### config.mk
export PLATFORM = sky130hd
export DESIGN_NAME = ex
export DESIGN_NICKNAME = d
export VERILOG_FILES = /design/src/rtl/ex.sv
export SDC_FILE = /design/constraint.sdc
export NUM_CORES = 1
export LEC_CHECK = 0
export BUFFER_PORTS_ARGS = -buffer_cell sky130_fd_sc_hd__buf_2
export CAP_MARGIN = 30
export CORE_MARGIN = 3
export CORE_UTILIZATION = 50
export CTS_BUF_LIST = sky130_fd_sc_hd__clkbuf_4 sky130_fd_sc_hd__clkbuf_8
export DETAILED_ROUTE_END_ITERATION = 10
export PLACE_DENSITY = 0.71
export SLEW_MARGIN = 20
export SYNTH_ARGS = -nofsm -noshare
export SYNTH_HDL_FRONTEND = slang
export SYNTH_SLANG_ARGS = --single-unit
export TNS_END_PERCENT = 100
### constraint.sdc
create_clock -name clock -period 6.55 [get_ports clock]
set_input_delay 0.3275 -clock clock [delete_from_list [all_inputs] [get_ports clock]]
set_output_delay 0.3275 -clock clock [all_outputs]
set_load 0.1 [all_outputs]
### src/rtl/ex.sv
// rtl/ex.sv - swt16 execute stage: integer ALU, address/store-word generation, iterative MUL
//
// Ports:
//   clock, reset              rising-edge clock, asynchronous active-low reset
//   in_valid, in_opcode       instruction from decode and its ALU operation
//   in_op_a, in_op_b          operands (address = low bits of their sum)
//   in_store_data             word to store, passed through
//   in_res_reg_idx            destination register index
//   in_act_*                  load / store / register-write control flags
//   out_stall                 decode must hold its instruction (combinational)
//   out_act_*                 registered flags toward the memory stage (0 on bubbles)
//   out_mem_rd_addr/wr_addr   registered data-memory address
//   out_mem_wr_word           registered store word
//   out_res, out_res_reg_idx  registered ALU result and destination
module ex #(
  parameter int OPCODE_WIDTH    = 4,
  parameter int DMEM_ADDR_WIDTH = 12,
  parameter int DMEM_WORD_WIDTH = 16,
  parameter int IALU_WORD_WIDTH = 16,
  parameter int REG_IDX_WIDTH   = 4
) (
  input  logic                       clock,
  input  logic                       reset,
  input  logic                       in_valid,
  input  logic [OPCODE_WIDTH-1:0]    in_opcode,
  input  logic [IALU_WORD_WIDTH-1:0] in_op_a,
  input  logic [IALU_WORD_WIDTH-1:0] in_op_b,
  input  logic [DMEM_WORD_WIDTH-1:0] in_store_data,
  input  logic [REG_IDX_WIDTH-1:0]   in_res_reg_idx,
  input  logic                       in_act_load_dmem,
  input  logic                       in_act_store_dmem,
  input  logic                       in_act_write_res_to_reg,
  output logic                       out_stall,
  output logic                       out_act_load_dmem,
  output logic                       out_act_store_dmem,
  output logic                       out_act_write_res_to_reg,
  output logic [DMEM_ADDR_WIDTH-1:0] out_mem_rd_addr,
  output logic [DMEM_ADDR_WIDTH-1:0] out_mem_wr_addr,
  output logic [DMEM_WORD_WIDTH-1:0] out_mem_wr_word,
  output logic [IALU_WORD_WIDTH-1:0] out_res,
  output logic [REG_IDX_WIDTH-1:0]   out_res_reg_idx
);

  localparam logic [OPCODE_WIDTH-1:0] OP_ADD   = OPCODE_WIDTH'(0);
  localparam logic [OPCODE_WIDTH-1:0] OP_SUB   = OPCODE_WIDTH'(1);
  localparam logic [OPCODE_WIDTH-1:0] OP_AND   = OPCODE_WIDTH'(2);
  localparam logic [OPCODE_WIDTH-1:0] OP_OR    = OPCODE_WIDTH'(3);
  localparam logic [OPCODE_WIDTH-1:0] OP_XOR   = OPCODE_WIDTH'(4);
  localparam logic [OPCODE_WIDTH-1:0] OP_SHL   = OPCODE_WIDTH'(5);
  localparam logic [OPCODE_WIDTH-1:0] OP_SHR   = OPCODE_WIDTH'(6);
  localparam logic [OPCODE_WIDTH-1:0] OP_SRA   = OPCODE_WIDTH'(7);
  localparam logic [OPCODE_WIDTH-1:0] OP_SLT   = OPCODE_WIDTH'(8);
  localparam logic [OPCODE_WIDTH-1:0] OP_MUL   = OPCODE_WIDTH'(9);
  localparam logic [OPCODE_WIDTH-1:0] OP_PASSB = OPCODE_WIDTH'(10);

  typedef enum logic [1:0] {IDLE, BUSY, DONE} state_t;

  state_t                     state;
  logic [3:0]                 cnt;
  logic [IALU_WORD_WIDTH-1:0] acc;
  logic [IALU_WORD_WIDTH-1:0] mul_a;
  logic [IALU_WORD_WIDTH-1:0] mul_b;

  logic                       is_mul;
  logic                       consume;
  logic [IALU_WORD_WIDTH-1:0] sum;
  logic [IALU_WORD_WIDTH-1:0] alu_res;
  logic [3:0]                 shamt;

  assign is_mul  = (in_opcode == OP_MUL);
  // Gated by reset so decode is released the instant reset asserts.
  assign out_stall = reset & (((state == IDLE) & in_valid & is_mul) | (state == BUSY));
  assign consume = in_valid & ~out_stall;
  assign sum     = in_op_a + in_op_b;
  assign shamt   = in_op_b[3:0];

  always_comb begin
    alu_res = '0;
    case (in_opcode)
      OP_ADD:   alu_res = sum;
      OP_SUB:   alu_res = in_op_a - in_op_b;
      OP_AND:   alu_res = in_op_a & in_op_b;
      OP_OR:    alu_res = in_op_a | in_op_b;
      OP_XOR:   alu_res = in_op_a ^ in_op_b;
      OP_SHL:   alu_res = in_op_a << shamt;
      OP_SHR:   alu_res = in_op_a >> shamt;
      OP_SRA:   alu_res = $signed(in_op_a) >>> shamt;
      OP_SLT:   alu_res = {{(IALU_WORD_WIDTH-1){1'b0}}, ($signed(in_op_a) < $signed(in_op_b))};
      // A MUL is only ever consumed from DONE, where acc holds the finished product.
      OP_MUL:   alu_res = acc;
      OP_PASSB: alu_res = in_op_b;
      default:  alu_res = '0;
    endcase
  end

  always_ff @(posedge clock or negedge reset) begin
    if (!reset) begin
      state                    <= IDLE;
      cnt                      <= '0;
      acc                      <= '0;
      mul_a                    <= '0;
      mul_b                    <= '0;
      out_act_load_dmem        <= 1'b0;
      out_act_store_dmem       <= 1'b0;
      out_act_write_res_to_reg <= 1'b0;
      out_mem_rd_addr          <= '0;
      out_mem_wr_addr          <= '0;
      out_mem_wr_word          <= '0;
      out_res                  <= '0;
      out_res_reg_idx          <= '0;
    end else begin
      if (consume) begin
        out_act_load_dmem        <= in_act_load_dmem;
        out_act_store_dmem       <= in_act_store_dmem;
        out_act_write_res_to_reg <= in_act_write_res_to_reg;
        out_mem_rd_addr          <= sum[DMEM_ADDR_WIDTH-1:0];
        out_mem_wr_addr          <= sum[DMEM_ADDR_WIDTH-1:0];
        out_mem_wr_word          <= in_store_data;
        out_res                  <= alu_res;
        out_res_reg_idx          <= in_res_reg_idx;
      end else begin
        // Bubble: data outputs hold, only the action flags drop.
        out_act_load_dmem        <= 1'b0;
        out_act_store_dmem       <= 1'b0;
        out_act_write_res_to_reg <= 1'b0;
      end

      case (state)
        IDLE: begin
          if (in_valid && is_mul) begin
            mul_a <= in_op_a;
            mul_b <= in_op_b;
            cnt   <= '0;
            acc   <= '0;
            state <= BUSY;
          end
        end
        BUSY: begin
          if (mul_b[cnt]) begin
            acc <= acc + (mul_a << cnt);
          end
          cnt <= cnt + 4'd1;
          if (cnt == 4'd15) begin
            state <= DONE;
          end
        end
        DONE: begin
          state <= IDLE;
        end
        default: begin
          state <= IDLE;
        end
      endcase
    end
  end

endmodule
# [Yosys cells after proc, flatten, opt, wreduce, memory -nomap -nowiden]
# Index checks and enable logic that the tools add are counted.
# W data, S select, Z words.
[word_totals] ff_bits=105 in_bits=62 output_inout_bits=64 wordCells=68
[op_classes] add_sub_neg=4 n_lt_le_gt_ge=2 n_eq_ne=15 n_shift=4 n_mux=14 bitwise=9 reduce_logical=8
[op_table] operator="$pmux W16 S11" n=1
[op_table] operator="$add A16 B16 Y16" n=2
[op_table] operator="$mux W16" n=2
[op_table] operator="$pmux W16 S2" n=1
[op_table] operator="$shl A16 B4 Y16" n=2
[op_table] operator="$and A16 B16 Y16" n=1
[op_table] operator="$eq A4 B3 Y1 const B" n=4
[op_table] operator="$eq A4 B4 Y1 const B" n=4
[op_table] operator="$lt A16 B16 Y1" n=1
[op_table] operator="$or A16 B16 Y16" n=1
[op_table] operator="$shr A16 B4 Y16" n=1
[op_table] operator="$sshr A16 B4 Y16" n=1
[op_table] operator="$sub A16 B16 Y16" n=1
[op_table] operator="$xor A16 B16 Y16" n=1
[op_table] operator="$eq A4 B2 Y1 const B" n=2
[op_table] operator="$pmux W4 S2" n=1
[op_table] operator="$ne A2 B1 Y1 const B" n=3
[op_table] operator="$reduce_and A2 Y1" n=3
[op_table] operator="$lt A4 B5 Y1 const B" n=1
[op_table] operator="$add A4 B1 Y4 const B" n=1
[op_table] operator="$and A1 B1 Y1" n=4
[op_table] operator="$bmux W1 S4" n=1
[op_table] operator="$eq A4 B1 Y1 const B" n=1
[op_table] operator="$logic_not A4 Y1" n=1
[op_table] operator="11 further kinds" n=15

# [Longest topological paths before layout]
# Gate-level depths: netlist of run 1.
[depth] ltp_word=8 mapped_depth=17

# [Worst setup path after synthesis of run 1]
# No wires, ideal clock.
[synth_timing] kind="reg2reg" from="reg cnt[1]" to="reg acc[15]" setup_ns=0.124 arrival_ns=3.401 required_time_ns=6.426 slack_ns=3.025 path_stages_with_launch=18 path_buffers=3 synth_period_minus_slack_ns=3.525 cell_sequence="dfrtp_1 -> buf_6 -> buf_4 -> clkbuf_1 -> mux2i_1 -> nand2_1 -> o21ai_0 -> nor2_1 -> a21oi_1 -> nor2_1 -> ha_1 -> nand4_1 -> a31oi_1 -> a211oi_1 -> o31ai_1 -> a211oi_2 -> o311a_1 -> a211o_1"
[synth_between] elab_chain_len=4 elab_cells_between_ends=8 classes_between="add/sub (1); eq/ne (1); shift (1); mux (4); reduce/logical (1)"
[synth_lines] item="start, declared" line_no="59" rtl="logic [3:0] cnt;"
[synth_lines] item="start signal, assigned" line_no="142" rtl="cnt <= cnt + 4'd1;"
[synth_lines] item="$shl A16 B4 Y16 / $bmux W1 S4 (equally long branches)" line_no="140, 139"
[synth_lines] item="$add A16 B16 Y16 / $mux W1 (equally long branches)" line_no="140, 139"
[synth_lines] item="$mux W16 / $ne A2 B1 Y1 (equally long branches)"
[synth_lines] item="$pmux W16 S2 / $reduce_and A3 Y1 (equally long branches)"
[synth_lines] item="end signal, assigned" line_no="140" rtl="acc <= acc + (mul_a << cnt);"
[synth_lines] item="end, declared" line_no="60" rtl="logic [IALU_WORD_WIDTH-1:0] acc;"
# Parallel ways exist; a longest one is shown, timed or not. The select of a mux whose other input is x is not followed.
# A chain may end at the register's enable or synchronous reset.

# [Worst setup path after layout of run 1]
# Ends and elaborated chain as after synthesis.

==> flow_summary.yaml, run 1 <==
yosys:
  synth_top_area_share_pct: 26.9
  yosysWarningCount: 0
  synth_flop_cell: "dfrtp_1"
  synth-seq-cells: 105
  yosysTopAreaCell: "dfrtp_1"
  syn-cell-area_um2: 9780
  synthCells: 1216
  syn-num-nets: 1346
  synth_commonest_cells: "nand2_1 (207), dfrtp_1 (105), o21ai_0 (89)"
  synth.area.top_cells: "dfrtp_1 (27%), ha_1 (8.3%), nand2_1 (7.9%)"
  synth_edf_count: 0
  async_flop_share_pct: 100
  synth_most_common_cell: "nand2_1"
  yosysUniqueCellTypes: 76
  syn_area_per_cell_um2: 8.04
  synth_seq_area_share_pct: 26.9
clock_network:
  cts_root_buffer: "clkbuf_8"
  htree_levels: 3
  cts_tree: "done"
  cts_buffers: 9
  cts.sinks: 105
  path_clk_slew_ns: 0.14
  clk_latency_ns: 0.42
  clock_path_buffers: 2
  ctsResizeCount: 0
critical_path:
  worstSetupPathType: "reg2reg"
  crit_path_end_kind: "flip-flop"
  critPathRequiredTime_ns: 6.86
  critPathSlowestCell: "dfrtp_1"
  cp_cell_sequence: "buf_8 -> mux2_2 -> o21ai_0 -> nor2_1 -> a21oi_1 -> nor2_1 -> ha_1 -> nand4_1 -> a31oi_1 -> a211oi_1 -> or2_2 -> nor4_1 -> nor4_1 -> a211o_1"
  crit_arrival_ns: 4.16
  path_buf_inv: 1
  path_max_fanout: 19
  slowest_delay_ns: 0.61
  crit_family: "simple AND/OR/NAND/NOR gates"
  worst_setup_path_start_kind: "flip-flop"
grt:
  antenna_found_initial: 0
  grt_pass1_vias: 9461
  grt_max_degree: 80
  grt_overflow: 0
  grt_use_total_pct: 34.8
  grt_pass1_wl_um: 57700
route:
  via_per_inst: 6.39
  firstDrtPassIters: 8
  vias: 9859
  totalWireLength_um: 38000
  post-route-drc-count: 0
  drt_iter0_drc: 1080
  drtAntennaViolNets: 0
  wire_per_inst_um: 24.6
die:
  die_area_um2: 21300
  fp.dieH_um: 146
  ios: 126
  dieWidth_um: 146
  start_util_pct: 51.6
  core_um2: 19000
  rows: 50
flow_run:
  maxCapViolCount: 0
power:
  p_leak_uw: 0.00490
  finalPower_uw: 4500
  p_per_area_nw_per_um2: 422
  peakVddDrop_mv: 0.320
sta:
  fmax_mhz: 259
  finalCriticalPeriod_ns: 3.85
  hold_viol: 0
  skew_ns: 0.0283
  setup_viol: 0
  slew_violations: 0
  setup-tns-final_ns: 0
  rsz0062_at_grt: "no"
  slew_headroom_pct: 24.5
  worst_slew_pin_slew_ns: 1.10
  post-route-period-util_pct: 58.8
final_layout:
  drive_gt1_share_pct: 16.4
  syn_to_final_growth_pct: 8.97
  antenna_cells: 0
  stdcell_count: 1543
  nets: 1408
placed_design:
  place_inst: 1524
  place_congestion: 1.02
  dp_hpwl_um: 28500
  port_buffers: 125
run_status:
  outcome: "finished clean"
hold_path:
  hold_class: "in2reg"
what timing repair did:
action	CTS	global route
buffers inserted	0	0
endpoints found under the hold margin	42	0
hold buffers	1	0
where the power goes:
part | internal (uW) | switching (uW)
clock | 157 | 306
combinational | 858 | 2090
sequential | 870 | 222
total | 1890 | 2610
cell type report:
cell class | count | area (um^2)
repair buffers | 144 | 796
clock inverters | 7 | 86.3
multi-input cells | 958 | 6470
inverters | 60 | 225
clock buffers | 9 | 124
well taps | 260 | 325
fillers | 1842 | 8300
flip-flops and latches | 105 | 2630
per-layer routing:
metal | share of wire [%] | routed length (um) | track usage (%) | vias to the layer above
met5 | 0 | 0 | 0 | -
met4 | 3.7 | 1400 | 11.9 | 0
met3 | 9.3 | 3540 | 6.82 | 101
met2 | 46 | 17500 | 55.9 | 557
met1 | 41 | 15600 | 47.1 | 4703
li1 | - | - | - | 4498
path summary, 6_finish.rpt:
kind                                    startpoint                        to  slack [ns]  cells past startpoint
worst max-delay path                        cnt[1]                   acc[15]        2.70                     14
worst min-delay path             in_res_reg_idx[0]        out_res_reg_idx[0]        0.08                      3
worst max register to register              cnt[1]                   acc[15]        2.70                     14
worst min register to register  out_res_reg_idx[2]        out_res_reg_idx[2]        0.48                      2
max in group asynchronous                    reset  out_act_write_res_to_reg        4.80                      3
min in group asynchronous                    reset                   acc[14]        0.46                      2
cells by family after synthesis:
kind of cell	share of synthesized area (%)
simple gates	20.9
compound gates	22.1
xor+xnor	2.87
mux	11.3
buf+inv	7.02
flops	26.9
fa+ha+maj	8.93
placed cells by master, fill, tap and decap left out, types with 8 or more instances in the layout:
cell type  instances
a211oi_1          23
a21oi_1           60
a31oi_1            8
a32oi_1           10
and2_1            10
and3_1             8
buf_2            124
buf_4             16
clkbuf_8           9
dfrtp_1          105
ha_1              65
inv_1             58
mux2_2            17
mux2i_1           48
mux4_2            16
nand2_1          206
nand2b_1          11
nand3_1           31
nor2_1            84
nor2b_1           22
nor3_1            28
nor4_1            12
o21ai_0           89
o221ai_1           9
o22ai_1           20
o31ai_1           15
xnor2_1           22
xor2_1            10
through the flow:
stage | worst slack (ns) | instance area (um^2) | hold WS, ns | utilization (%)
after floorplan | 3.02 | 9780 | 0.0319 | -
after global placement | 2.46 | 10400 | 0.380 | 54.8
after detailed placement | 2.63 | 10400 | 0.384 | 54.9
after CTS | 2.65 | 10600 | 0.0684 | 56.1
after global routing | 2.43 | 10700 | 0.0835 | 56.2
final | 2.70 | 10700 | 0.0783 | 56.2
worst register-to-register path: cells and delay by family, from the launching register on:
kind / cells / cell delay, ns
compound gates: 5 / 1.02
fa+ha+maj: 1 / 0.41
buf+inv: 1 / 0.25
flops: 1 / 0.61
mux: 1 / 0.40
simple gates: 6 / 1.06
Power figures use the tool's default switching activity.
==> run 2, diff against run 1 <==
- clock period: 6.55 -> 3.77 ns (I/O delays scaled with it)
==> run 2 against run 1 <==
Utilization up 1.5 points; global-route usage down 0.74 points; clock skew down 0.015 ns; via count up 2.4%; count of clock-buffer cells in the layout unchanged; worst setup slack worse by 2.5 ns; total power up 73%; wire length down 2.9%; first-iteration DRC count up 10%; register-to-register slack worse by 2.5 ns; critical path depth down 1; largest cell class unchanged; largest power group unchanged.
==> flow_summary.yaml, run 2 (synthesized netlist as in run 1, its figures left out) <==
run_status:
  outcome: "finished clean"
placed_design:
  dp_hpwl_um: 28200
  port_buffers: 125
  place_congestion: 1.08
  placed_area_um2: 10500
  place_inst: 1540
final_layout:
  mostFrequentLayoutCells: "nand2_1 (206), buf_2 (124), dfrtp_1 (104)"
  stdcell_count: 1577
  syn_to_final_growth_pct: 11.9
  multiInputGateArea_um2: 6480
  final_area_um2: 10900
  final_common_cell: "nand2_1"
  antenna_cells: 0
  register_area_um2: 2630
  nets: 1442
  drive_gt1_share_pct: 17.2
  fillers: 1782
sta:
  hold_viol: 0
  slew_violations: 0
  post-route-period-util_pct: 94.3
  setup_viol: 0
  rsz0062_at_grt: "no"
  fmax_mhz: 281
  setup-tns-final_ns: 0
  skew_ns: 0.0136
  finalCriticalPeriod_ns: 3.55
  slew_headroom_pct: 33.5
  worst_slew_pin_slew_ns: 0.995
hold_path:
  hold_class: "in2reg"
power:
  combPwrFrac_pct: 65.8
  peakVddDrop_mv: 0.549
  switchingPower_uw: 4510
  p_per_area_nw_per_um2: 712
  finalPower_uw: 7800
  power_frac_seq_pct: 24.5
  clkPwrFrac_pct: 9.8
  p_leak_uw: 0.00504
  netSwitchingFraction_pct: 57.8
  intPower_uw: 3290
clock_network:
  post_cts_buffers: 0
  clock_path_buffers: 2
  path_clk_slew_ns: 0.12
  cts_tree: "done"
  clk_latency_ns: 0.41
  htree_levels: 3
  cts.sinks: 105
  cts_buffers: 9
  cts_root_buffer: "clkbuf_8"
route:
  totalWireLength_um: 36900
  vias: 10092
  firstDrtPassIters: 8
  via_per_inst: 6.40
  wire_per_inst_um: 23.4
  drtAntennaViolNets: 0
  post-route-drc-count: 0
  drt_iter0_drc: 1188
critical_path:
  path_buf_inv: 1
  slowest_delay_ns: 0.47
  critPathRequiredTime_ns: 4.08
  critPathSlowestCell: "dfrtp_2"
  worstSetupPathType: "reg2reg"
  worst_setup_path_start_kind: "flip-flop"
  path_max_fanout: 10
  cp_cell_sequence: "buf_4 -> mux2i_1 -> o21ai_0 -> a21oi_1 -> nor2_1 -> ha_1 -> nand4_1 -> a31oi_1 -> a211oi_1 -> o31ai_1 -> a211oi_2 -> o311a_1 -> a211o_1"
  crit_family: "compound AO/OA/AOI/OAI gates"
  crit_path_end_kind: "flip-flop"
  crit_arrival_ns: 3.86
  rrSetupSlack_ns: 0.22
grt:
  grt_use_total_pct: 34.0
  grt_overflow: 0
  grt_pass1_vias: 9779
  grt_max_degree: 79
  antenna_found_initial: 0
  grt_pass1_wl_um: 56800
die:
  fp.dieH_um: 146
  rows: 50
  dieWidth_um: 146
  core_um2: 19000
  ios: 126
  start_util_pct: 51.6
  die_area_um2: 21300
flow_run:
  maxCapViolCount: 0
==> run 2: timing repair <==
item | CTS | global route
gates resized for setup | 0 | 1
hold buffers | 21 | 0
hold endpoints to repair | 65 | 0
setup endpoints to repair | 0 | 1
==> run 2: layout make-up <==
class / count / area share [%]
Clock inverter: 7 / 0.777
Inverter: 60 / 2.06
Clock buffer: 9 / 1.13
Sequential cell: 105 / 24.0
Multi-Input combinational cell: 958 / 59.2
Timing Repair Buffer: 178 / 9.85
Tap cell: 260 / 2.97
==> run 2: stage by stage <==
stage / util, % / hold WS [ns] / worst slack (ns)
2_1_floorplan: - / -0.107 / 0.245
3_3_place_gp: 55.5 / 0.363 / 0.348
3_5_place_dp: 55.5 / 0.373 / 0.180
4_1_cts: 57.7 / 0.0123 / 0.152
5_1_grt: 57.8 / 0.00981 / 0.0306
6_report: 57.8 / 0.0133 / 0.216
==> run 2: layer usage <==
metal	global-route usage, %	routed length (um)
met1	44.1	14600
met2	53.4	16600
met3	6.48	3410
met4	19.4	2250
met5	0	0
==> run 2: power by group through the flow <==
stage                     clock [uW]  combinational (uW)  sequential, uW
after global placement             0                5030            1910
after floorplan                    0                2980            2950
after CTS                        779                5100            1900
after detailed placement           0                5070            1920
after global routing             816                5500            1960
final                            763                5130            1910
==> run 2: final timing paths <==
path / start / endpoint / depth (start not counted)
min in group asynchronous: reset / acc[11] / 3
max: cnt[1] / acc[15] / 13
min: in_act_load_dmem / out_act_load_dmem / 2
min reg2reg: out_mem_wr_word[5] / out_mem_wr_word[5] / 2
max in group asynchronous: reset / out_mem_wr_addr[3] / 4
max reg2reg: cnt[1] / acc[15] / 13
==> run 2: worst reg2reg max path: cells and delay by family, from the launching register on <==
family,cells,cell delay (ns)
simple gates,2,0.19
fa+ha+maj,1,0.40
compound gates,8,1.86
flops,1,0.47
mux,1,0.33
buf+inv,1,0.21
